--- src/rtl/minmax_tracker.sv ---
// Frame min/max tracker: folds a stream of signed pixels into a running
// maximum, minimum and count, then holds the result until acknowledged.
module minmax_tracker #(
   parameter int NB_PIXEL  = 19,
   parameter int FRAME_LEN = 4096,
   parameter int NB_COUNT  = 13
) (
   input  logic                       i_clock,
   input  logic                       i_reset,
   input  logic                       i_start,
   input  logic                       i_valid,
   input  logic signed [NB_PIXEL-1:0] i_pixel,
   input  logic                       i_ack,
   output logic                       o_ready,
   output logic signed [NB_PIXEL-1:0] o_maxByte,
   output logic signed [NB_PIXEL-1:0] o_minByte,
   output logic                       o_endSignal,
   output logic [NB_COUNT-1:0]        o_count
);

   typedef enum logic [1:0] {
      IDLE  = 2'd0,
      TRACK = 2'd1,
      DONE  = 2'd2
   } state_t;

   localparam logic [NB_COUNT-1:0] LAST = NB_COUNT'(FRAME_LEN);
   localparam logic [NB_COUNT-1:0] ONE  = NB_COUNT'(1);
   localparam logic                SINGLE = (FRAME_LEN == 1);

   state_t                state_q, state_d;
   logic signed [NB_PIXEL-1:0] max_d, min_d;
   logic                  end_d;
   logic [NB_COUNT-1:0]   count_d;
   logic [NB_COUNT-1:0]   count_inc;

   assign o_ready   = (state_q != DONE);
   assign count_inc = o_count + ONE;

   always_comb begin
      state_d = state_q;
      max_d   = o_maxByte;
      min_d   = o_minByte;
      end_d   = o_endSignal;
      count_d = o_count;
      if (i_start) begin
         state_d = IDLE;
         end_d   = 1'b0;
         count_d = '0;
         max_d   = '0;
         min_d   = '0;
         // a pixel arriving with start opens the new frame immediately
         if (i_valid) begin
            max_d   = i_pixel;
            min_d   = i_pixel;
            count_d = ONE;
            end_d   = SINGLE;
            state_d = SINGLE ? DONE : TRACK;
         end
      end else begin
         unique case (state_q)
            IDLE: begin
               if (i_valid) begin
                  max_d   = i_pixel;
                  min_d   = i_pixel;
                  count_d = ONE;
                  end_d   = SINGLE;
                  state_d = SINGLE ? DONE : TRACK;
               end
            end
            TRACK: begin
               if (i_valid) begin
                  if (i_pixel > o_maxByte) max_d = i_pixel;
                  if (i_pixel < o_minByte) min_d = i_pixel;
                  count_d = count_inc;
                  if (count_inc == LAST) begin
                     end_d   = 1'b1;
                     state_d = DONE;
                  end
               end
            end
            DONE: begin
               if (i_ack) begin
                  end_d   = 1'b0;
                  count_d = '0;
                  state_d = IDLE;
               end
            end
            default: state_d = IDLE;
         endcase
      end
   end

   always_ff @(posedge i_clock) begin
      if (!i_reset) begin
         state_q     <= IDLE;
         o_maxByte   <= '0;
         o_minByte   <= '0;
         o_endSignal <= 1'b0;
         o_count     <= '0;
      end else begin
         state_q     <= state_d;
         o_maxByte   <= max_d;
         o_minByte   <= min_d;
         o_endSignal <= end_d;
         o_count     <= count_d;
      end
   end

endmodule

--- config.mk ---
export PLATFORM = sky130hd
export DESIGN_NAME = minmax_tracker
export DESIGN_NICKNAME = d
export VERILOG_FILES = /design/src/rtl/minmax_tracker.sv
export SDC_FILE = /design/constraint.sdc
export NUM_CORES = 1
export LEC_CHECK = 0
export BUFFER_PORTS_ARGS = -buffer_cell sky130_fd_sc_hd__buf_4
export CELL_PAD_IN_SITES_DETAIL_PLACEMENT = 2
export CELL_PAD_IN_SITES_GLOBAL_PLACEMENT = 2
export CORE_ASPECT_RATIO = 1.4
export CORE_MARGIN = 2
export CORE_UTILIZATION = 29
export CTS_CLUSTER_SIZE = 25
export DETAILED_ROUTE_END_ITERATION = 16
export GPL_ROUTABILITY_DRIVEN = 0
export PLACE_DENSITY = 0.87
export SLEW_MARGIN = 25
export SYNTH_ARGS = -nofsm -noshare
export SYNTH_HDL_FRONTEND = slang
export SYNTH_SLANG_ARGS = --single-unit
--- constraint.sdc ---
create_clock -name i_clock -period 2.1 [get_ports i_clock]
set_input_delay 0.105 -clock i_clock [delete_from_list [all_inputs] [get_ports i_clock]]
set_output_delay 0.105 -clock i_clock [all_outputs]
set_load 0.1 [all_outputs]
* Word-level counts from Yosys, hierarchy flattened
Index checks and enable logic that the tools add are counted.
Storage, ports and cells: flip-flop bits (word level) 54, input bits 24, output and inout bits 53, word-level logic and storage cells 61
Operators by class: add/sub/neg operators 1, $lt $le $gt $ge 2, equality and inequality tests 14, muxes and demuxes 28, bitwise operators 1, reductions and logical operators 10
Operators by type and width (count):
- 2-to-1 mux 19 bit | 8
- case mux 19 bit (2 select lines) | 2
- 2-to-1 mux 13 bit | 4
- case mux 13 bit (3 select lines) | 1
- greater-than comparator 19 bit | 1
- < comparator 19 bit | 1
- inequality test 3 bit (second input constant) | 6
- AND reduction 4 bit | 4
- adder 13 x 1 -> 13 bit (second input constant) | 1
- == test 13 bit (second input constant) | 1
- 2-to-1 mux 2 bit | 5
- inequality test 2 bit (second input constant) | 5
- 2-to-1 mux 1 bit | 6
- case mux 2 bit (3 select lines) | 1
- nonzero test 3 bit | 2
- AND reduction 5 bit | 1
- nonzero test 4 bit | 1
- case mux 1 bit (3 select lines) | 1
- == test 2 x 1 -> 1 bit (second input constant) | 1
- == test 2 bit (second input constant) | 1
- zero test 2 bit | 1
- OR reduction 2 bit | 1
- inverter 1 bit | 1

* Logic depth before layout (Yosys ltp)
depth after elaboration 6, gate-level depth with buffers 11, gate-level depth less buffers 9

* Worst setup path after synthesis
No wires, ideal clock.
kind register to register, start point reg o_count[0], end point reg state_q[0], setup time 72 ps, arrival time 2998 ps, data required time 2028 ps, path slack -970 ps, stages on the path, launching flop included 9, path buffers 0, period minus slack after synthesis 3070 ps, cells stage by stage dfxtp_1 > ha_1 > nand3_1 > nor3_2 > mux2_1 > a2111oi_2 > a21oi_1 > o21bai_1 > mux2i_1
Between the ends: cells in the longest elaborated chain, start to end 4
RTL lines:
- start: declaration | line 18 | output logic [NB_COUNT-1:0] o_count
- start signal: assignment | line 106 | o_count <= count_d;
- adder 13 x 1 -> 13 bit | line 38 | assign count_inc = o_count + ONE;
- == test 13 bit | line 76 | if (count_inc == LAST) begin
- inequality test 3 bit (no source line)
- AND reduction 4 bit (no source line)
- end signal: assignment | line 102 | state_q <= state_d;
- end: declaration | line 31 | state_t state_q, state_d;
Every way passes these cells. A chain may end at the register's enable or synchronous reset.

* Worst setup path in the final report
start point reg o_maxByte[6], end point reg o_maxByte[9]
Between the ends: cells in the longest elaborated chain, start to end 3
RTL lines:
- start: declaration | line 15 | output logic signed [NB_PIXEL-1:0] o_maxByte,
- start signal: assignment | line 103 | o_maxByte <= max_d;
- greater-than comparator 19 bit | line 73 | if (i_pixel > o_maxByte) max_d = i_pixel;
- inequality test 3 bit (no source line)
- AND reduction 4 bit (no source line)
Every way passes these cells.

==> results.yml <==
status:
  status: "complete, but fails checks"
  violations: "negative setup slack"
sta:
  setup_ws_ps: -493
  finalCritPeriodShare: 1.23
  hold_viol_final: 0
  timing.fmax_ghz: 0.386
  tightest_slew_ps: 413
  slew_viol_final: 0
  period_needed_ps: 2590
  slew_headroom: 0.725
  final-setup-viol-count: 38
  hold_ws_ps: 121
  fin_skew_ps: 9.52
  rsz0062_at_grt: "true"
synthesis:
  synth_ff_type: "dfxtp_1"
  synthesis.instances: 425
  synth_seq_cells: 54
  synth-seq-area-share: 0.301
  yosysWarnings: 0
  synth.cell_area_um2: 3590
  synthArstFlopShare: 0
  synth_edf_count: 0
  synth_cell_types: 60
  syn_area_per_cell_um2: 8.46
  syn-num-nets: 491
floorplanning:
  io_pins: 77
  core_area_um2: 12200
  die_w_um: 98.1
  die_y_um: 136
  initial_core_util: 0.295
  die-area_um2: 13300
  std_cell_rows: 48
global_routing:
  track_usage: 0.250
  grt_max_degree: 36
  grt_pass1_wl_um: 25500
  first_global_vias: 4325
  antenna_found_initial: 0
  overflow: 0
clock_network:
  clock-root-buffer: "clkbuf_16"
  postCtsHoldBufs: 0
  clkSlewWorstSetupHoldPaths_ps: 80
  tritoncts: "done"
  cts.sinks: 54
  clk_latency_ps: 310
  clockBufferDepth: 2
  htreeDepth: 2
  cts_buffers: 5
routing:
  dr.pass1.iters: 4
  via_per_inst: 5.23
  drtIter0Drc: 100
  vias: 3762
  wl_per_cell_um: 23.3
  wl_um: 16800
  drc: 0
  drtAntennaViolNets: 0
power:
  power.density_nw_per_um2: 700
  ir_drop_uv: 459
  power_mw: 3.98
  power_leakage_nw: 2.47
cells_and_area:
  layout-drive-gt1-share: 0.515
  nets: 634
  mostFrequentLayoutCells: "buf_4, nand2_1, dfxtp_4"
  diodes: 0
  syn_to_final_growth_pct: 58.3
  layout_commonest_cell: "buf_4"
  fin_cells: 719
placement:
  hpwl_um: 10500
  portBuffers: 76
  dp.cells: 696
setup_path:
  path_class: "register to register"
  end_kind: "register"
  regToRegStartpoint: "o_maxByte[6]$_SDFFE_PN0P_"
  r2r-end: "o_maxByte[9]$_SDFFE_PN0P_"
  worstPathArrival_ps: 2810
  crit_path_start_kind: "register"
  r2r.worst_path.cells: 10
  cp.required_ps: 2320
  cp_max_fo: 5
  regToRegSetupSlack_ps: -490
hold_path:
  whs_endpoint: "o_maxByte[2]$_SDFFE_PN0P_"
  hold_depth: 3
  hold_path.class: "input port to register"
  hold_start: "i_pixel[2]"
run:
  drv_cap: 0
[cell usage after synthesis, types with 2 or more instances]
master / n / area share
mux2i_1: 41 / 0.11
dlygate4sd3_1: 2 / 0.0056
and3_1: 3 / 0.0052
nand4_1: 6 / 0.010
buf_2: 7 / 0.0097
a21boi_1: 7 / 0.015
a31oi_1: 7 / 0.012
inv_2: 2 / 0.0021
nor2b_1: 6 / 0.010
nand2b_1: 2 / 0.0035
inv_1: 45 / 0.047
xor2_1: 2 / 0.0049
a21o_1: 13 / 0.027
nand2_1: 67 / 0.070
nor2_1: 19 / 0.020
xnor2_1: 2 / 0.0049
nand3_1: 8 / 0.011
ha_1: 42 / 0.15
or2_1: 2 / 0.0035
nor3_2: 2 / 0.0056
nand4_2: 2 / 0.0070
nor3_1: 7 / 0.0097
dfxtp_1: 54 / 0.30
o21ai_1: 2 / 0.0028
nand3b_1: 5 / 0.010
o21ai_0: 12 / 0.017
a22oi_1: 3 / 0.0063
clkbuf_1: 7 / 0.0073
a21oi_1: 17 / 0.024
[critical path, cell delays in order, from the launching register on]
cell and delay, ps:
dfxtp_4 370, inv_1 70, ha_4 290, nand4_4 110
or4_4 570, o21ai_2 210, a31oi_1 110, mux2i_4 230
buf_12 150, buf_12 130, mux2i_2 230
[worst max path at each step]
stage	start	to	cells after the start
after global placement	o_maxByte[9]$_SDFFE_PN0P_	o_maxByte[17]$_SDFFE_PN0P_	8
after floorplan	o_maxByte[16]$_SDFFE_PN0P_	o_maxByte[10]$_SDFFE_PN0P_	10
after global routing	o_maxByte[3]$_SDFFE_PN0P_	o_maxByte[1]$_SDFFE_PN0P_	10
final	o_maxByte[6]$_SDFFE_PN0P_	o_maxByte[9]$_SDFFE_PN0P_	10
after CTS	o_maxByte[10]$_SDFFE_PN0P_	o_maxByte[7]$_SDFFE_PN0P_	8
after detailed placement	o_maxByte[9]$_SDFFE_PN0P_	o_maxByte[16]$_SDFFE_PN0P_	8
[flip-flops by register name (all words and copies together), names as in the netlist]
| name | count |
|---|---|
| o_count | 13 |
| o_endSignal | 1 |
| o_maxByte | 19 |
| o_minByte | 19 |
| state_q | 2 |
[power by group]
part / total, mW / internal [mW] / switching (mW)
registers: 1.16 / 1.10 / 0.0657
logic: 1.87 / 0.686 / 1.19
clock network: 0.949 / 0.513 / 0.436
[kinds of logic after synthesis]
logic type,share of synthesized area
xor+xnor,0.00975
fa+ha+maj,0.146
buf+inv,0.0825
simple gates,0.188
flops,0.301
compound gates,0.153
mux,0.120
[final cells by class]
type                       instances  area [um2]
fill                            1296        6500
sequential                        54        1240
multi-input combinational        305        2680
clock inverter                     2        10.0
clock buffer                       6         150
inverter                          47         186
tap                              150         188
timing repair buffer             155        1240
[through the flow]
stage,cell area [um2],worst slack (ps),utilization,setup TNS (ps)
final,5690,-493,0.467,-10360
after global routing,5690,-586,0.467,-13860
after CTS,5570,-414,0.457,-8330
after detailed placement,5020,-337,0.412,-10370
after global placement,5020,-252,0.412,-7750
after floorplan,3880,-383,-,-8120
[per-layer routing]
| metal | global-route usage | part of all wire |
|---|---|---|
| met4 | 0.0841 | 0.033 |
| met5 | 0 | 0 |
| met3 | 0.0330 | 0.031 |
| met2 | 0.501 | 0.57 |
| met1 | 0.264 | 0.37 |
[timing repair]
action	4_1_cts	5_1_grt
pin swaps	14	14
endpoints found under the hold margin	0	0
setup buffers	12	5
resized for setup	43	27
cloned	2	1
setup endpoints to repair	50	51
Power figures use the tool's default switching activity.
